<file path="config.mk">
export PLATFORM = sky130hd
export DESIGN_NAME = decr_sequencer
export DESIGN_NICKNAME = d
export VERILOG_FILES = /design/src/rtl/decr_sequencer_pkg.sv /design/src/rtl/decr_sequencer_decr.sv /design/src/rtl/decr_sequencer.sv
export SDC_FILE = /design/constraint.sdc
export NUM_CORES = 1
export LEC_CHECK = 0
export CAP_MARGIN = 20
export CORE_ASPECT_RATIO = 1.1
export CORE_MARGIN = 3
export CORE_UTILIZATION = 30
export CTS_CLUSTER_SIZE = 20
export DETAILED_ROUTE_END_ITERATION = 7
export PLACE_DENSITY_LB_ADDON = 0.2
export SYNTH_ARGS = -nofsm -noshare
export SYNTH_HDL_FRONTEND = slang
export SYNTH_HIERARCHICAL = 1
export SYNTH_SLANG_ARGS = --single-unit
</file>
<file path="constraint.sdc">
create_clock -name clk -period 1.51 [get_ports clk]
set_input_delay 0.453 -clock clk [delete_from_list [all_inputs] [get_ports clk]]
set_output_delay 0.453 -clock clk [all_outputs]
set_load 0.01 [all_outputs]
</file>
<file path="src/rtl/decr_sequencer_pkg.sv">
// decr_sequencer_pkg: shared definitions for the decrementing stream sequencer.
//   state_t       - two-state sequencer FSM encoding (IDLE, EMIT)
//   DEFAULT_WIDTH - default bit width of the start value and count
package decr_sequencer_pkg;

  localparam int DEFAULT_WIDTH = 8;

  typedef enum logic [0:0] {
    IDLE = 1'b0,
    EMIT = 1'b1
  } state_t;

endpackage : decr_sequencer_pkg

</file>
<file path="src/rtl/decr_sequencer_decr.sv">
// decr_module: combinational WIDTH-bit subtract-one, modulo 2^WIDTH.
//   from   - operand
//   result - from - 1 (no borrow out; callers never apply it to zero)
module decr_module #(
  parameter int WIDTH = 8
) (
  input  logic [WIDTH-1:0] from,
  output logic [WIDTH-1:0] result
);

  localparam logic [WIDTH-1:0] ONE = {{(WIDTH-1){1'b0}}, 1'b1};

  assign result = from - ONE;

endmodule : decr_module

</file>
<file path="src/rtl/decr_sequencer.sv">
// decr_sequencer: accepts one start value over a valid/ready input and emits
// start, start-1, ..., 0 on a valid/ready output stream, flagging the 0 beat.
//   clk       - clock, rising edge
//   reset     - synchronous active-high reset
//   in_valid  - start value present on in_data
//   in_ready  - block can accept a start value (IDLE and not in reset)
//   in_data   - start value, unsigned
//   out_valid - current beat valid (EMIT)
//   out_ready - downstream accepts the current beat
//   out_data  - current count value (straight from the count register)
//   out_last  - current beat is the final one (count == 0)
//   busy      - a sequence is in progress
module decr_sequencer
  import decr_sequencer_pkg::*;
#(
  parameter int WIDTH = DEFAULT_WIDTH
) (
  input  logic             clk,
  input  logic             reset,
  input  logic             in_valid,
  output logic             in_ready,
  input  logic [WIDTH-1:0] in_data,
  output logic             out_valid,
  input  logic             out_ready,
  output logic [WIDTH-1:0] out_data,
  output logic             out_last,
  output logic             busy
);

  localparam logic [WIDTH-1:0] ZERO = {WIDTH{1'b0}};

  state_t           state_r;
  state_t           next_state_s;
  logic [WIDTH-1:0] count_r;
  logic [WIDTH-1:0] next_count_s;
  logic [WIDTH-1:0] dec_count_s;

  decr_module #(
    .WIDTH (WIDTH)
  ) u_decr (
    .from   (count_r),
    .result (dec_count_s)
  );

  // Data outputs come only from the count register; out_ready never reaches them.
  assign out_data = count_r;

  // State and count registers with synchronous reset.
  always_ff @(posedge clk) begin
    if (reset) begin
      state_r <= IDLE;
      count_r <= ZERO;
    end else begin
      state_r <= next_state_s;
      count_r <= next_count_s;
    end
  end

  // Next-state, next-count and handshake outputs.
  always_comb begin
    next_state_s = state_r;
    next_count_s = count_r;
    in_ready     = 1'b0;
    out_valid    = 1'b0;
    out_last     = 1'b0;
    busy         = 1'b0;
    case (state_r)
      IDLE: begin
        // in_ready is held low during reset so no load is advertised then.
        in_ready = ~reset;
        if (in_valid && !reset) begin
          next_state_s = EMIT;
          next_count_s = in_data;
        end else begin
          next_state_s = IDLE;
        end
      end
      EMIT: begin
        out_valid = 1'b1;
        busy      = 1'b1;
        out_last  = (count_r == ZERO);
        if (out_ready) begin
          // Zero ends the sequence and is never decremented, so the count cannot wrap.
          if (count_r == ZERO) begin
            next_state_s = IDLE;
          end else begin
            next_count_s = dec_count_s;
          end
        end else begin
          next_state_s = EMIT;
        end
      end
      default: begin
        next_state_s = IDLE;
      end
    endcase
  end

endmodule : decr_sequencer

</file>
==> reports/results.ini <==
[timing]
min_period_ns=1.54
final.setup_skew_ns=0.00436
timing_hold_violations_final=0
rsz0062_at_grt=yes
drv_slew=0
tns_ns=-0.0276
post-route-period-util_pct=102
worst_pin_slew_ns=0.222
setup-violations-final=1
finalWorstSetupSlack_ns=-0.0276
timing.slew.headroom_pct=84.8
clock.fmax_mhz=650

[synth]
ys_seq_elements=9
number_of_flops_mapped_to_enable_cells_by_yosys=0
synth_area_per_cell_um2=9.66
synthesis.area_um2=657
synth_largest_type_area_fraction_pct=27.4
yosys_warnings=6
post-synth-top-area-cell=dfxtp_1
post_synth_main_area_contributors=dfxtp_1 27%, mux2i_1 12%, a311oi_1 8.0%
post_synth_num_cell_types=26
synthesized_instance_count=68
async_flop_share_pct=0
synthFlopType=dfxtp_1
synth.top_cells.by_count=9 x dfxtp_1, 9 x nor2_1, 8 x mux2i_1, 6 x a311oi_1
synth.yosys.seq_area_share_pct=27.4
synthesis.nets=81

[clock_network]
cts_sinks=9
total_cts_buffers=3
cts_tree=built
holdBufCountCts=0
clock_tree.buffer_depth=2
clk_transition_reported_paths_ns=0.07
clock_latency_ns=0.26
htreeDepth=1
ctsRootBufferMaster=clkbuf_4

[grt]
residual_overflow_from_global_routing=0
grt_max_degree=13
grt_antenna_before_repair=0
grt_pass1_vias=666
grt_overall_usage_pct=14.0
global_route_wire_length_before_repair_mm=2.95

[final_layout]
fillerInstances=200
final-seq-area_um2=185
nets=124
syn_to_final_growth_pct=72.8
final_layout_size_suffix_gt1_share_pct=47.3
diodes=0
total_area_of_multi_input_combinational_cells_um2=480

[drt]
maxUsedRoutingLayer=met3
vias=644
drt-total-wl_mm=1.74
dr_wl_met3_um=54
drt_pass1_iterations=2
routedWlPerCell_um=12.6
drc=0
drt-vias-per-instance=4.67
met2RoutedLength_um=904
detailedRoute.firstIterationViolations=1
drtAntennaViolNets=0
routedLengthMet1_um=783

[placed_design]
half_perimeter_wire_length_after_detailed_placement_mm=1.19
dp_worst_setup_slack_ns=-0.454
io_buffer_count=23
place_congestion=0.693

[pwr]
worst_ir_drop_vdd_v=0.000552
p_per_area_nw_per_um2=916
standby_leakage_power_nw=0.486

[job]
drv_cap=0

[status]
run_status=complete, but fails checks
failed_checks=setup timing

[worst_hold_path]
hold_path.class=in -> reg

[die]
initial_core_util_pct=32.2
total_die_area_um2=2790
fp.dieW_um=50.6
die_height_um=55.1
rows=17
ios=24
floorplan.core_area_um2=2040

[critical_path]
timing.setup.critical_path_class=reg -> out
category_of_the_worst_setup_path_launch_point=flip-flop
timing.critical_path.required_ns=1.06
cp_max_fo=2
crit_path_end_kind=output pin
critical_path_arrival_ns=1.08

## metrics by stage
| stage | utilization (%) | instances | hold WS, ns | cell area [µm²] | total power, W |
|---|---|---|---|---|---|
| floorplan | - | 68 | 0.549 | 657 | 0.000592 |
| global placement | 49.4 | 129 | 0.621 | 1010 | 0.000792 |
| detailed placement | 49.4 | 129 | 0.628 | 1010 | 0.000798 |
| CTS | 53.3 | 138 | 0.545 | 1090 | 0.00101 |
| global route | 55.6 | 138 | 0.545 | 1130 | 0.00111 |
| finish | 55.6 | 138 | 0.540 | 1130 | 0.00104 |
## critical path, cell delays in order, from the launching register on
cell and delay (ns):
dfxtp_2 0.32, nor3_2 0.16, nand4_1 0.14, inv_2 0.10, buf_6 0.10
## registers in the layout, summed over array words and instances, names as in the netlist
register and flops:
state_r 1, out_data 8
## cells by family (layout without fill, tap and decap cells)
group / Yosys count / in the layout / synth area share (%)
adder cells (fa/ha/maj): 1 / 1 / 1.90
AND/OR/NAND/NOR: 19 / 19 / 19.4
AO/OA/AOI/OAI: 16 / 16 / 23.0
buffers and inverters: 9 / 51 / 8.00
XOR/XNOR: 6 / 6 / 8.00
flip-flops: 9 / 9 / 27.4
multiplexers: 8 / 8 / 12.2
## power breakdown
group / switching, W / total (W) / internal [W]
Sequential: 0.0000167 / 0.000286 / 0.000269
Combinational: 0.000268 / 0.000565 / 0.000297
Clock: 0.0000905 / 0.000188 / 0.0000977
Total: 0.000375 / 0.00104 / 0.000664
## timing repair
item,CTS,global route
buffers inserted,5,1
pin swaps,7,5
gates resized for setup,33,15
endpoints found under the setup margin,20,12
## cell usage in the layout, fill, tap and decap left out, drive strengths merged
master,n
a2111oi,2
a211oi,1
a21oi,6
a311oi,6
buf,22
clkbuf,4
clkdlybuf4s15,2
clkdlybuf4s50,8
clkinv,1
dfxtp,9
dlygate4sd2,10
ha,1
inv,4
mux2i,8
nand2,2
nand2b,2
nand3,1
nand4,1
nor2,9
nor2b,1
nor3,2
nor4,1
o21ai,1
xnor2,2
xor2,4
## layer usage
layer | up-vias | track usage [%]
met1 | 305 | 17.8
met5 | - | 0
met3 | 0 | 3.49
li1 | 329 | -
met2 | 10 | 24.6
met4 | 0 | 2.69
## worst paths after layout
check	start	to	slack [ns]	cells after the start
max	out_data[2]$_SDFFE_PP0P_	out_last	-0.03	4
min	out_ready	state_r$_SDFF_PP0_	0.54	2
max reg2reg	out_data[1]$_SDFFE_PP0P_	out_data[6]$_SDFFE_PP0P_	0.02	8
min reg2reg	out_data[7]$_SDFFE_PP0P_	out_data[7]$_SDFFE_PP0P_	0.63	3
## final cells by class
cell class | instances | share of cell area [%]
multi-input cells | 50 | 42.3
repair buffers | 43 | 34.1
inverters | 4 | 1.76
well taps | 28 | 3.09
flip-flops and latches | 9 | 16.3
clock buffers | 3 | 1.98
clock inverters | 1 | 0.441
(Power assumes the default switching activity.)
